<file path="config.mk">
export PLATFORM = sky130hd
export DESIGN_NAME = arbiter_request_tracker
export DESIGN_NICKNAME = d
export VERILOG_FILES = /design/src/rtl/arbiter_request_tracker.sv
export SDC_FILE = /design/constraint.sdc
export NUM_CORES = 1
export LEC_CHECK = 0
export CORE_MARGIN = 2
export CORE_UTILIZATION = 30
export DETAILED_ROUTE_END_ITERATION = 12
export GPL_TIMING_DRIVEN = 0
export SYNTH_ARGS = -nofsm -noshare
export SYNTH_HDL_FRONTEND = slang
export SYNTH_SLANG_ARGS = --single-unit
</file>
<file path="constraint.sdc">
create_clock -name clock -period 1.5 [get_ports clock]
set_input_delay 0.225 -clock clock [delete_from_list [all_inputs] [get_ports clock]]
set_output_delay 0.225 -clock clock [all_outputs]
set_load 0.01 [all_outputs]
</file>
<file path="src/rtl/arbiter_request_tracker.sv">
`timescale 1ns/1ps
// arbiter_request_tracker
//   Per-client outstanding-request counters feeding a round-robin/priority
//   arbiter. Drives the request vector, the packed effective-priority vector
//   and sticky overflow flags. One queued request is retired per accepted grant.
//   Optional aging (define ARB_REQ_AGING_EN) lowers the priority field of
//   long-waiting clients so priority mode cannot starve them.
//   The effective-priority output is named prio because 'priority' is a
//   reserved word in SystemVerilog.
module arbiter_request_tracker #(
  parameter int NUMUNITS     = 9,
  parameter int ADDRESSWIDTH = 3,
  parameter int CNTWIDTH     = 2,
  parameter int AGE_INTERVAL = 16
) (
  input  logic                             clock,
  input  logic                             reset,
  input  logic [NUMUNITS-1:0]              req_in,
  input  logic [NUMUNITS*ADDRESSWIDTH-1:0] base_prio,
  input  logic [NUMUNITS-1:0]              grant,
  input  logic                             clear_overflow,
  output logic [NUMUNITS-1:0]              request,
  output logic [NUMUNITS*ADDRESSWIDTH-1:0] prio,
  output logic [NUMUNITS-1:0]              overflow
);

  localparam logic [CNTWIDTH-1:0] CNT_ZERO = {CNTWIDTH{1'b0}};
  localparam logic [CNTWIDTH-1:0] CNT_MAX  = {CNTWIDTH{1'b1}};
  localparam logic [NUMUNITS*ADDRESSWIDTH-1:0] PRIO_LOWEST = {(NUMUNITS*ADDRESSWIDTH){1'b1}};

  logic [CNTWIDTH-1:0]              cnt_r     [NUMUNITS];
  logic [CNTWIDTH-1:0]              cnt_nxt_s [NUMUNITS];
  logic [NUMUNITS-1:0]              accept_s;
  logic [NUMUNITS-1:0]              drop_s;
  logic [NUMUNITS-1:0]              req_nxt_s;
  logic [NUMUNITS-1:0]              ovf_nxt_s;
  logic [NUMUNITS*ADDRESSWIDTH-1:0] prio_nxt_s;

  // A grant only retires a request when the client actually has one queued.
  always_comb begin
    for (int i = 0; i < NUMUNITS; i++) begin
      accept_s[i] = grant[i] && (cnt_r[i] != CNT_ZERO);
    end
  end

  // Next counter value per client; a pulse arriving on a full counter is dropped.
  always_comb begin
    for (int i = 0; i < NUMUNITS; i++) begin
      cnt_nxt_s[i] = cnt_r[i];
      drop_s[i]    = 1'b0;
      case ({req_in[i], accept_s[i]})
        2'b10: begin
          if (cnt_r[i] == CNT_MAX) begin
            drop_s[i] = 1'b1;
          end else begin
            cnt_nxt_s[i] = cnt_r[i] + CNTWIDTH'(1);
          end
        end
        2'b01:   cnt_nxt_s[i] = cnt_r[i] - CNTWIDTH'(1);
        default: cnt_nxt_s[i] = cnt_r[i];
      endcase
      req_nxt_s[i] = (cnt_nxt_s[i] != CNT_ZERO);
    end
  end

  // Sticky overflow: clear wipes all flags, but a drop in the same cycle still sets its bit.
  always_comb begin
    if (clear_overflow) begin
      ovf_nxt_s = drop_s;
    end else begin
      ovf_nxt_s = overflow | drop_s;
    end
  end

  // Counter, request and overflow registers.
  always_ff @(posedge clock) begin
    if (reset) begin
      for (int i = 0; i < NUMUNITS; i++) begin
        cnt_r[i] <= CNT_ZERO;
      end
      request  <= {NUMUNITS{1'b0}};
      overflow <= {NUMUNITS{1'b0}};
    end else begin
      for (int i = 0; i < NUMUNITS; i++) begin
        cnt_r[i] <= cnt_nxt_s[i];
      end
      request  <= req_nxt_s;
      overflow <= ovf_nxt_s;
    end
  end

`ifdef ARB_REQ_AGING_EN
  localparam int PW = (AGE_INTERVAL > 1) ? $clog2(AGE_INTERVAL) : 1;
  localparam logic [PW-1:0]           PRE_LAST = PW'(AGE_INTERVAL - 1);
  localparam logic [ADDRESSWIDTH-1:0] AGE_ZERO = {ADDRESSWIDTH{1'b0}};
  localparam logic [ADDRESSWIDTH-1:0] AGE_MAX  = {ADDRESSWIDTH{1'b1}};

  logic [PW-1:0]           pre_r;
  logic                    tick_s;
  logic [ADDRESSWIDTH-1:0] age_r     [NUMUNITS];
  logic [ADDRESSWIDTH-1:0] age_nxt_s [NUMUNITS];

  // base - age evaluated one bit wider so a negative result clamps to 0 (highest).
  function automatic logic [ADDRESSWIDTH-1:0] sub_clamp(input logic [ADDRESSWIDTH-1:0] base,
                                                        input logic [ADDRESSWIDTH-1:0] age);
    logic [ADDRESSWIDTH:0] diff;
    diff = {1'b0, base} - {1'b0, age};
    if (diff[ADDRESSWIDTH]) begin
      return AGE_ZERO;
    end else begin
      return diff[ADDRESSWIDTH-1:0];
    end
  endfunction

  assign tick_s = (pre_r == PRE_LAST);

  // Aging prescaler: free-running 0..AGE_INTERVAL-1.
  always_ff @(posedge clock) begin
    if (reset) begin
      pre_r <= {PW{1'b0}};
    end else if (tick_s) begin
      pre_r <= {PW{1'b0}};
    end else begin
      pre_r <= pre_r + PW'(1);
    end
  end

  // Age per client: cleared on service or empty queue, saturating increment on tick.
  always_comb begin
    for (int i = 0; i < NUMUNITS; i++) begin
      if (accept_s[i] || (cnt_nxt_s[i] == CNT_ZERO)) begin
        age_nxt_s[i] = AGE_ZERO;
      end else if (tick_s && (cnt_r[i] != CNT_ZERO) && (age_r[i] != AGE_MAX)) begin
        age_nxt_s[i] = age_r[i] + ADDRESSWIDTH'(1);
      end else begin
        age_nxt_s[i] = age_r[i];
      end
    end
  end

  // Age registers.
  always_ff @(posedge clock) begin
    if (reset) begin
      for (int i = 0; i < NUMUNITS; i++) begin
        age_r[i] <= AGE_ZERO;
      end
    end else begin
      for (int i = 0; i < NUMUNITS; i++) begin
        age_r[i] <= age_nxt_s[i];
      end
    end
  end

  // Effective priority: static priority promoted by the registered age.
  always_comb begin
    prio_nxt_s = PRIO_LOWEST;
    for (int i = 0; i < NUMUNITS; i++) begin
      prio_nxt_s[i*ADDRESSWIDTH +: ADDRESSWIDTH] =
        sub_clamp(base_prio[i*ADDRESSWIDTH +: ADDRESSWIDTH], age_r[i]);
    end
  end
`else
  // Effective priority is the static priority, registered.
  always_comb begin
    prio_nxt_s = base_prio;
  end
`endif

  // Priority output register; every field parks at lowest priority in reset.
  always_ff @(posedge clock) begin
    if (reset) begin
      prio <= PRIO_LOWEST;
    end else begin
      prio <= prio_nxt_s;
    end
  end

endmodule

</file>
**After elaboration in Yosys (flattened, before gate mapping)**

Memory sizes are Yosys's and may differ from the RTL's.
Cells that the tools add are included.

- Register bits: 45
- Bits in writable memories: 18
- Input bits: 48
- Output and inout port bits: 45
- Word-level logic and storage cells: 135
- Memories kept: 1

Memory list:

| name | depth | width | rd ports | clocked after Yosys merged registers in | wr ports | RTL line | RTL |
|---|---|---|---|---|---|---|---|
| cnt_r | 9 | 2 | 9 | 0 | 9 | 31 | `logic [CNTWIDTH-1:0] cnt_r [NUMUNITS];` |

- Add/subtract/negate cells: 18
- Equality and inequality tests: 27
- Muxes and demuxes: 49
- Bitwise logic cells: 10
- Reductions and logical operators: 27

Operators by type and width:

| operator | number |
|---|---|
| == test 2 bit, second input constant | 18 |
| 2-to-1 mux 2 bit | 18 |
| one-hot mux 2 bit (2 select lines) | 9 |
| nonzero test 2 bit | 18 |
| 2-to-1 mux 1 bit | 21 |
| adder 2 x 1 -> 2 bit, second input constant | 9 |
| == test 2 x 1 -> 1 bit, second input constant | 9 |
| subtractor 2 x 1 -> 2 bit, second input constant | 9 |
| logical AND 1 bit | 9 |
| 2-to-1 mux 9 bit | 1 |
| bitwise OR 1 bit | 9 |
| bitwise OR 9 bit | 1 |

**Logic depth before layout (Yosys ltp)**

Gate-level depths: netlist of run 1.

- Word-level depth: 6
- Depth in mapped cells: 8
- Depth with buffers taken out: 8

**Worst setup path before layout of run 1**

OpenSTA, ideal clock, no wires.

- Path type: register to register
- Start: memory cnt_r[4][0] (netlist: cnt_r[0][8])
- End: register request[4]
- Setup time: 138 ps
- Arrival: 1476 ps
- Required time: 1362 ps
- Setup slack: -113 ps
- Stages on the path, launching flop included: 8
- Buffers on the path: 0
- Period minus slack after synthesis: 1613 ps
- Cell sequence: dfxtp_1 inv_1 ha_1 nor2b_1 inv_1 ha_1 a221oi_1 o32ai_1

RTL lines:

| what | RTL line | RTL |
|---|---|---|
| start, declared | 31 |  |
| end signal, assigned | 81 | `request <= {NUMUNITS{1'b0}};` |
| end signal, assigned | 87 | `request <= req_nxt_s;` |
| end, declared | 22 | `output logic [NUMUNITS-1:0] request,` |

==> results of run 1 <==
==> state kept, by name (all words and copies together) (netlist names) <==
| name | count |
|---|---|
| prio | 27 |
| cnt_r | 18 |
| overflow | 9 |
| request | 9 |
==> cell families after synthesis <==
| logic type | Yosys count |
|---|---|
| buffers and inverters | 71 |
| adder cells (fa/ha/maj) | 45 |
| AND/OR/NAND/NOR | 72 |
| flip-flops | 63 |
| AO/OA/AOI/OAI | 45 |
==> layout make-up <==
type	instances	area share, %
inverters	64	4.95
well taps	129	3.13
repair buffers	115	21.4
multi-input cells	162	40.2
plain buffers	7	1.16
flip-flops and latches	63	24.9
clock inverters	7	1.84
clock buffers	9	2.40
==> worst register-to-register path: cells and delay by family, from the launching register on <==
| kind | cells | cell delay (ns) |
|---|---|---|
| AOI/OAI and AO/OA | 2 | 0.41 |
| buffers and inverters | 2 | 0.11 |
| adders and majority gates | 2 | 0.34 |
| and+or+nand+nor | 1 | 0.14 |
| DFF | 1 | 0.35 |
==> worst max-delay path by stage <==
| stage | from | endpoint | slack (ns) | cells past startpoint |
|---|---|---|---|---|
| 6_report | cnt_r[0][7] | request[3] | 0.02 | 7 |
| 5_1_grt | cnt_r[0][7] | request[3] | -0.05 | 7 |
| 4_1_cts | cnt_r[0][11] | request[5] | 0.00004 | 7 |
| 3_5_place_dp | grant[5] | request[5] | -0.20 | 6 |
| 3_3_place_gp | grant[7] | request[7] | -0.20 | 6 |
| 2_1_floorplan | cnt_r[0][8] | request[4] | -0.01 | 7 |
==> repair_timing <==
| item | 4_1_cts | 5_1_grt |
|---|---|---|
| endpoints found under the setup margin | 28 | 32 |
| endpoints found under the hold margin | 0 | 0 |
| pin swaps | 27 | 25 |
| gates resized for setup | 87 | 54 |
| setup buffers | 16 | 8 |
==> per-layer routing <==
layer | part of all wire [%] | global-route usage, % | vias up
met4 | 1.6 | 5.23 | 0
met3 | 3.8 | 3.35 | 9
met1 | 41 | 15.8 | 1164
met2 | 54 | 24.2 | 43
li1 | - | - | 1219
met5 | 0 | 0 | -
==> cell usage in the layout (no fill, tap or decap), types with 4 or more instances in the layout <==
master	synthesis	routed
a21o_1	9	9
a221oi_4	0	16
ha_4	0	23
buf_4	0	24
a22oi_1	9	8
or2_2	23	23
inv_4	0	6
dfxtp_2	0	18
o32ai_2	0	7
clkdlybuf4s50_1	0	86
buf_6	4	4
or2_1	4	4
nor2_1	18	18
nor3_1	9	9
nor2b_4	0	12
dfxtp_1	63	45
clkbuf_8	0	9
inv_2	0	22
ha_1	45	19
inv_1	63	35
dlymetal6s2s_1	0	5
==> per-stage QoR <==
stage	setup TNS (ns)	power, W
after global placement	-2.77	0.00358
after detailed placement	-3.33	0.00362
after CTS	0	0.00584
after floorplan	-0.00966	0.00305
final	0	0.00620
after global routing	-0.123	0.00657
==> power groups by stage <==
| stage | combinational [W] | clock, W | sequential [W] |
|---|---|---|---|
| after floorplan | 0.000960 | 0 | 0.00209 |
| after global placement | 0.00154 | 0 | 0.00204 |
| after detailed placement | 0.00158 | 0 | 0.00204 |
| after CTS | 0.00216 | 0.00168 | 0.00200 |
| after global routing | 0.00276 | 0.00176 | 0.00204 |
| final | 0.00254 | 0.00164 | 0.00202 |
==> reports/qor.txt, run 1 <==
Starting Density -> 31.1%
Status -> finished clean
Clock Power Share -> 26.4%
Io pins -> 93
Post-synth EDFFs -> 0
Nature of the critical path startpoint -> flip-flop
Die X -> 102 µm
Clock root cell -> clkbuf_8
Finished Cell Area -> 0.00516 mm²
Total vias in the final route -> 2435
Yosys cell types -> 17
Mapped Area -> 0.00289 mm²
Async S/R FF share, synth -> 0%
DR vias/cell -> 4.38
Worst r2r src -> cnt_r[0][7]
# nets final -> 515
Critical path fanouts, max -> 3
Combinational share of power -> 41.0%
CTS tree -> yes
Post-Place Setup Slack -> -0.201 ns
Xor and xnor area share after synthesis -> 0%
Multi-input gate area -> 0.00207 mm²
Synth Area in Compound Gates -> 12.9%
Cell mode on critical path -> ha_4
Hold Path End -> cnt_r[0][1]
Slew Viols, Final -> 0
Die Span Y -> 102 µm
# diodes -> 0
Post-synthesis cell count -> 296
Hold Path Class -> in -> reg
Placed Area -> 0.00413 mm²
Max-cap violation count -> 0
Main flop type after synthesis -> dfxtp_1
Initial antenna violation count -> 0
Yosys reg bits -> 63
Critical path cell sequence -> inv_4, ha_4, nor2b_4, inv_2, ha_4, a221oi_4, o32ai_2
Syn. warnings -> 0
FF+latch area -> 0.00128 mm²
Post-synthesis simple-gate area fraction -> 13.6%
Worst Min Path Start -> reset
CTS max path bufs -> 2
IO buf count -> 91
GPL Wtd Cong -> 0.791
FP Rows -> 35
Fillers -> 837
DP Cell Count -> 516
Core box area -> 0.00928 mm²
Clock Latency Late Sink -> 0.34 ns
Top cells by area, synth -> dfxtp_1 (44%), ha_1 (19%), inv_1 (8.2%), a221oi_1 (5.5%), or2_2 (5.0%)
PnR worst setup slack -> 0.0242 ns
First-pass GRT wire length -> 11100 µm
Number of DRC markers in iteration 0 -> 35
Worst slew pin tran -> 0.387 ns
# setup viols final -> 0
Reg2Reg Depth -> 7
DRT Wirelength -> 7400 µm
Synth Net Count -> 389
Layout area overhead -> 78.6%
Htree depth -> 3
Clock skew -> 0.00934 ns
Num CTS Buffers -> 9
Relative slew slack -> 74.0%
Mux share of post-synthesis cell area -> 0%
Combinational family with the most area after synthesis -> adder cells
Die Footprint -> 0.0104 mm²
DRT Pass-1 Iters -> 4
Vias in the first global route -> 2482
Clk pin slew, worst setup/hold paths -> 0.07 ns
Highest clock rate -> 678 MHz
Layout cell share with drive strength beyond 1 -> 42.9%
Area share of the largest cell type after synthesis -> 43.7%
Fin. Hold Viols -> 0
Cell taking the most area after synthesis -> dfxtp_1
Crit path time final -> 1.48 ns
Gr usage total -> 13.6%
Crit-path slowest cell -> dfxtp_2
Syn Area/Cell -> 9.76 µm²
Critical path class -> reg -> reg
Worst reg-to-reg setup slack -> 0.02 ns
Pwr Density -> 1200 mW/mm²
Fin util -> 55.6%
Post-synthesis sequential area ratio -> 43.7%
Largest net degree at the start of global routing -> 13
Crit path buf inv count -> 2
Post-Synth Adder-Cell Area -> 19.5%
Post-DP HPWL -> 4880 µm
Drt wl/cell -> 13.3 µm
CP arrival -> 1.70 ns
Post-route ant nets -> 0
Crit share post-route -> 98.4%
CP endpoint kind -> flip-flop
CP max stage delay -> 0.35 ns
GRT Residual Overflow -> 0
Commonest cells in the netlist -> dfxtp_1 (63), inv_1 (63), ha_1 (45)
Residual DRC -> 0
Hold_ws -> 0.196 ns
# hold bufs at CTS -> 0
Worst path top cell family by delay -> compound AO/OA/AOI/OAI gates
RSZ-0062 raised after global routing -> yes
Sequential power share -> 32.6%
Cells on Worst Hold Path -> 3
Net Switching -> 0.00199 W
Int Pwr -> 0.00422 W
Leak Pwr -> 2.22 nW
Peak VDD IR -> 0.726 mV
Sw frac -> 32.0%
CTS sink count -> 63
Final std cells w/o fill -> 556
Reg2reg end -> request[3]
WP data required -> 1.72 ns
(Power assumes the default switching activity.)
==> inputs of run 2 (changes only) <==
--- a/config.mk
+++ b/config.mk
@@ -5,10 +5,10 @@
 export SDC_FILE = /design/constraint.sdc
 export NUM_CORES = 1
 export LEC_CHECK = 0
-export CORE_MARGIN = 2
 export CORE_UTILIZATION = 30
 export DETAILED_ROUTE_END_ITERATION = 12
 export GPL_TIMING_DRIVEN = 0
+export SLEW_MARGIN = 40
 export SYNTH_ARGS = -nofsm -noshare
 export SYNTH_HDL_FRONTEND = slang
 export SYNTH_SLANG_ARGS = --single-unit
==> reports/qor.txt, run 2 (same netlist as run 1, synthesis figures left out) <==
DR vias/cell -> 4.32 (-1.4%)
Detail Route met2 WL -> 3920 µm (-2.0%)
Residual DRC -> 0 (unchanged)
IO buf count -> 91 (unchanged)
Slew Viols, Final -> 0 (unchanged)
# setup viols final -> 0 (unchanged)
FP Rows -> 35 (unchanged)
Fillers -> 821 (-1.9%)
PnR worst setup slack -> 0.00439 ns (-0.0198 ns)
Clock root cell -> clkbuf_8
Worst Min Path Start -> reset
Clock skew -> 0.00711 ns (-0.00223 ns)
CP endpoint kind -> flip-flop
Pwr Density -> 1140 mW/mm² (-5.1%)
Number of DRC markers in iteration 0 -> 25 (-29%)
Crit share post-route -> 99.7% (+1.3 points)
Int Pwr -> 0.00394 W (-6.6%)
Hold Path Class -> in -> reg
Crit path from -> cnt_r[0][6]
Largest net degree at the start of global routing -> 12 (-1)
Post-route ant nets -> 0 (unchanged)
Vias in the first global route -> 2431 (-2.1%)
Post-Place Setup Slack -> -0.225 ns (-0.0241 ns)
Htree depth -> 3 (unchanged)
Critical path class -> reg -> reg
Io pins -> 93 (unchanged)
# diodes -> 0 (unchanged)
Clock Latency Late Sink -> 0.34 ns (about the same)
Gr usage total -> 14.2% (+0.56 points)
Combinational share of power -> 44.8% (+3.8 points)
Layout cell share with drive strength beyond 1 -> 44.2% (+1.3 points)
Hold_ws -> 0.220 ns (+0.0242 ns)
Net Switching -> 0.00200 W (+0.82%)
Max-cap violation count -> 0 (unchanged)
Leak Pwr -> 2.21 nW (-0.49%)
Crit-path slowest cell -> dfxtp_2
Clock Power Share -> 21.1% (-5.3 points)
Total vias in the final route -> 2414 (-0.86%)
Num CTS Buffers -> 9 (unchanged)
Top flop regs -> prio (27), cnt_r (18)
CTS sink count -> 63 (unchanged)
Peak VDD IR -> 0.445 mV (-39%)
Sw frac -> 33.7% (+1.7 points)
First-pass GRT wire length -> 11100 µm (+0.75%)
GPL Wtd Cong -> 0.731 (-7.6%)
Sequential power share -> 34.1% (+1.5 points)
# hold bufs at CTS -> 0 (unchanged)
Max FFs per register -> 27 (unchanged)
Top sig layer -> met4
WL met3 -> 280 µm (+0.36%)
CP arrival -> 1.72 ns (+0.02 ns)
Crit path time final -> 1.50 ns (+0.0198 ns)
Relative slew slack -> 76.0% (+2.0 points)
Starting Density -> 31.1% (unchanged)
Worst slew pin tran -> 0.358 ns (-0.0296 ns)
Die Footprint -> 0.0100 mm² (-3.9%)
Critical path fanouts, max -> 4 (+1)
RSZ-0062 raised after global routing -> yes
Clk pin slew, worst setup/hold paths -> 0.07 ns (about the same)
CTS tree -> yes
Die X -> 100 µm (-2.0%)
Most common cell after layout, fill and taps aside -> clkdlybuf4s50_1
CTS max path bufs -> 2 (unchanged)
GRT Residual Overflow -> 0 (unchanged)
CP max stage delay -> 0.37 ns (+0.02 ns)
Biggest register -> prio
Cell mode on critical path -> ha_4
Core box area -> 0.00928 mm² (unchanged)
Nature of the critical path startpoint -> flip-flop
# nets final -> 519 (+0.78%)
Drt wl/cell -> 13.2 µm (-0.55%)
Critical path cell sequence -> inv_4, ha_4, nor2b_4, buf_6, ha_4, a221oi_4, o32ai_2
Status -> finished clean
FF+latch area -> 0.00128 mm² (unchanged)
Fin. Hold Viols -> 0 (unchanged)
Met1 WL -> 3090 µm (+2.8%)
DRT Wirelength -> 7390 µm (about the same)
WP data required -> 1.72 ns (about the same)
Worst r2r src -> cnt_r[0][6]
Multi-input gate area -> 0.00214 mm² (+3.1%)
Die Span Y -> 100 µm (-2.0%)
Commonest non-fill, non-tap cells in the layout -> clkdlybuf4s50_1 (87), dfxtp_1 (45), inv_1 (35)
Initial antenna violation count -> 0 (unchanged)
Post-DP HPWL -> 4760 µm (-2.4%)
DRT Pass-1 Iters -> 4 (unchanged)
Highest clock rate -> 669 MHz (-1.3%)
Layout area overhead -> 80.2%
run 2: final cells by class:
class / count / area share (%)
tap: 129 / 3.10
timing repair buffer: 119 / 21.9
multi-input combinational: 162 / 41.1
buffer: 7 / 1.15
sequential: 63 / 24.7
clock inverter: 6 / 0.746
clock buffer: 9 / 2.38
inverter: 64 / 4.95
run 2: metrics by stage:
stage | total power (W) | std cells | util (%) | cell area (µm²) | TNS [ns]
floorplan | 0.00305 | 296 | - | 3060 | -0.00966
global placement | 0.00358 | 516 | 44.5 | 4130 | -2.83
detailed placement | 0.00362 | 516 | 44.5 | 4130 | -3.40
CTS | 0.00532 | 545 | 50.5 | 4690 | 0
global route | 0.00631 | 559 | 56.0 | 5200 | -0.197
finish | 0.00594 | 559 | 56.0 | 5200 | 0
run 2: worst max-delay path: cells and delay by family (launching register included):
kind | cells | cell delay, ns
flip-flops | 1 | 0.37
adder cells (fa/ha/maj) | 2 | 0.37
AO/OA/AOI/OAI | 2 | 0.35
buffers and inverters | 2 | 0.16
AND/OR/NAND/NOR | 1 | 0.13
run 2: path summary, 6_finish.rpt:
kind | end | slack (ns) | cells past startpoint
hold / removal | cnt_r[0][1] | 0.22 | 3
setup reg to reg | request[3] | 0.004 | 7
hold reg to reg | overflow[2] | 0.49 | 2
setup / recovery | request[3] | 0.004 | 7
run 2: repair_timing:
item,CTS,global route
endpoints found under the hold margin,0,0
pin swaps,26,26
setup buffers,14,14
endpoints found under the setup margin,28,30
resized for setup,66,87
run 2: power by group through the flow:
stage	Sequential, W	Clock [W]	Combinational, W
2_1_floorplan	0.00209	0	0.000960
3_3_place_gp	0.00204	0	0.00154
3_5_place_dp	0.00204	0	0.00158
4_1_cts	0.00200	0.00130	0.00203
5_1_grt	0.00205	0.00137	0.00290
6_report	0.00202	0.00125	0.00266
run 2: layer usage:
layer  vias to the layer above  GRT usage [%]
li1                       1227              -
met5                         -              0
met3                         9           3.62
met1                      1130           16.6
met2                        48           24.9
met4                         0           5.69
==> inputs of run 3 (changes only) <==
--- a/config.mk
+++ b/config.mk
@@ -8,6 +8,8 @@
 export CORE_UTILIZATION = 30
 export DETAILED_ROUTE_END_ITERATION = 12
 export GPL_TIMING_DRIVEN = 0
+export RECOVER_POWER = 50
+export SKIP_CTS_REPAIR_TIMING = 1
 export SLEW_MARGIN = 40
 export SYNTH_ARGS = -nofsm -noshare
 export SYNTH_HDL_FRONTEND = slang
==> reports/qor.txt, run 3 (same netlist as run 1, synthesis figures left out) <==
Leak Pwr -> 2.08 nW (-5.7%)
Worst path top cell family by delay -> compound AO/OA/AOI/OAI gates
Hold_ws -> 0.196 ns (-0.0239 ns)
Combinational share of power -> 43.0% (-1.8 points)
Commonest non-fill, non-tap cells in the layout -> clkdlybuf4s50_1 (60), dfxtp_1 (45), inv_1 (36)
Peak VDD IR -> 0.436 mV (-2.1%)
CTS sink count -> 63 (unchanged)
Critical path fanouts, max -> 3 (-1)
Failing checks -> setup timing
WP data required -> 1.72 ns (about the same)
Post-DP HPWL -> 4760 µm (unchanged)
CP endpoint kind -> flip-flop
PnR worst setup slack -> -0.0129 ns (-0.0173 ns)
Int Pwr -> 0.00385 W (-2.2%)
CP arrival -> 1.73 ns (about the same)
# setup viols final -> 1 (+1)
Most common cell after layout, fill and taps aside -> clkdlybuf4s50_1
Pwr Density -> 1140 mW/mm² (+0.24%)
DRT Pass-1 Iters -> 4 (unchanged)
Crit path time final -> 1.51 ns (+0.0173 ns)
Core box area -> 0.00928 mm² (unchanged)
Placed Area -> 0.00413 mm² (unchanged)
GPL Wtd Cong -> 0.731 (unchanged)
Die Footprint -> 0.0100 mm² (unchanged)
Starting Density -> 31.1% (unchanged)
Net Switching -> 0.00197 W (-1.5%)
Num CTS Buffers -> 9 (unchanged)
Relative slew slack -> 75.3% (-0.75 points)
DR vias/cell -> 4.29 (-0.62%)
Biggest register -> prio
GRT Residual Overflow -> 0 (unchanged)
DRT Wirelength -> 7060 µm (-4.5%)
Vias in the first global route -> 2254 (-7.3%)
CP max stage delay -> 0.37 ns (about the same)
Io pins -> 93 (unchanged)
Post-route ant nets -> 0 (unchanged)
Die X -> 100 µm (unchanged)
Total vias in the final route -> 2356 (-2.4%)
Crit path buf inv count -> 2 (unchanged)
Clock Power Share -> 21.6% (+0.5 points)
Layout cell share with drive strength beyond 1 -> 41.2% (-3.0 points)
FP Rows -> 35 (unchanged)
Drt wl/cell -> 12.9 µm (-2.8%)
Final std cells w/o fill -> 549 (-1.8%)
Worst slew pin tran -> 0.369 ns (+0.0112 ns)
Clk pin slew, worst setup/hold paths -> 0.07 ns (about the same)
Nature of the critical path startpoint -> flip-flop
CTS max path bufs -> 2 (unchanged)
Fin util -> 54.8% (-1.2 points)
Total Power -> 0.00582 W (-1.9%)
Max-cap violation count -> 0 (unchanged)
Highest clock rate -> 661 MHz (-1.1%)
Residual DRC -> 0 (unchanged)
Gr usage total -> 13.1% (-1.1 points)
Initial antenna violation count -> 0 (unchanged)
Clock skew -> 0.00990 ns (+0.00279 ns)
Clock root cell -> clkbuf_8
RSZ-0062 raised after global routing -> yes
Cell mode on critical path -> ha_4
Critical path class -> reg -> reg
Hold Path Class -> in -> reg
Max FFs per register -> 27 (unchanged)
Status -> finished, violations left
Crit share post-route -> 101% (+1.2 points)
Clock Latency Late Sink -> 0.34 ns (about the same)
Sw frac -> 33.9% (+0.16 points)
# diodes -> 0 (unchanged)
Top flop regs -> prio (27), cnt_r (18)
Die Span Y -> 100 µm (unchanged)
CTS tree -> yes
Htree depth -> 3 (unchanged)
# nets final -> 509 (-1.9%)
Largest net degree at the start of global routing -> 12 (unchanged)
Sequential power share -> 35.5% (+1.4 points)
Crit-path slowest cell -> dfxtp_4
Finished Cell Area -> 0.00509 mm² (-2.2%)
Fin. Hold Viols -> 0 (unchanged)
DP Cell Count -> 516 (unchanged)
IO buf count -> 91 (unchanged)
First-pass GRT wire length -> 10200 µm (-8.3%)
Number of DRC markers in iteration 0 -> 31 (+24%)
Slew Viols, Final -> 0 (unchanged)
Critical path cell sequence -> inv_4, ha_4, nor2b_4, inv_2, ha_4, a221oi_4, o32ai_2
Layout area overhead -> 76.3%
## run 3: cell types whose count changed in the layout (fill, tap and decap cells not counted), moves of 4 or more
cell             change
dfxtp_4              +9
dlygate4sd3_1       +27
dlymetal6s2s_1       -4
buf_4                -8
clkdlybuf4s50_1     -27
dfxtp_2              -9
inv_2                -4
## run 3: power by group through the flow
stage,clock [W],combinational (W),sequential (W)
after floorplan,0,0.000960,0.00209
after global placement,0,0.00154,0.00204
after detailed placement,0,0.00158,0.00204
after CTS,0.00130,0.00159,0.00201
after global routing,0.00138,0.00273,0.00209
final,0.00126,0.00250,0.00207
## run 3: tightest hold or removal path: cells and delay by family
family / cells / cell delay, ns
AO/OA/AOI/OAI: 1 / 0.11
buffers and inverters: 1 / 0.12
AND/OR/NAND/NOR: 1 / 0.04
## run 3: path summary, 6_finish.rpt
kind	slack (ns)	cells past startpoint	to	startpoint
worst min register to register	0.49	2	overflow[2]	overflow[2]
worst min-delay path	0.20	3	cnt_r[0][5]	reset
worst max-delay path	-0.01	7	request[3]	cnt_r[0][6]
worst max register to register	-0.01	7	request[3]	cnt_r[0][6]
## run 3: final cells by class
| class | instances | area, µm² |
|---|---|---|
| clock inverter | 6 | 38.8 |
| buffer | 7 | 60.1 |
| fill | 827 | 4190 |
| timing repair buffer | 109 | 1040 |
| inverter | 64 | 265 |
| sequential | 63 | 1310 |
| multi-input combinational | 162 | 2090 |
| clock buffer | 9 | 124 |
| tap | 129 | 161 |
## run 3: per-layer routing
layer  track usage (%)  routed length (µm)  up-vias
met5                 0                   0        -
met4              5.69                 110        0
met3              3.62                 256       10
met2              21.8                3610       44
met1              15.8                3080     1096
li1                  -                   -     1206
## run 3: metrics by stage
step,worst slack (ns),setup TNS [ns]
global placement,-0.196,-2.83
finish,-0.0129,-0.0129
CTS,-0.224,-2.80
floorplan,-0.00966,-0.00966
detailed placement,-0.225,-3.40
global route,-0.0758,-0.361
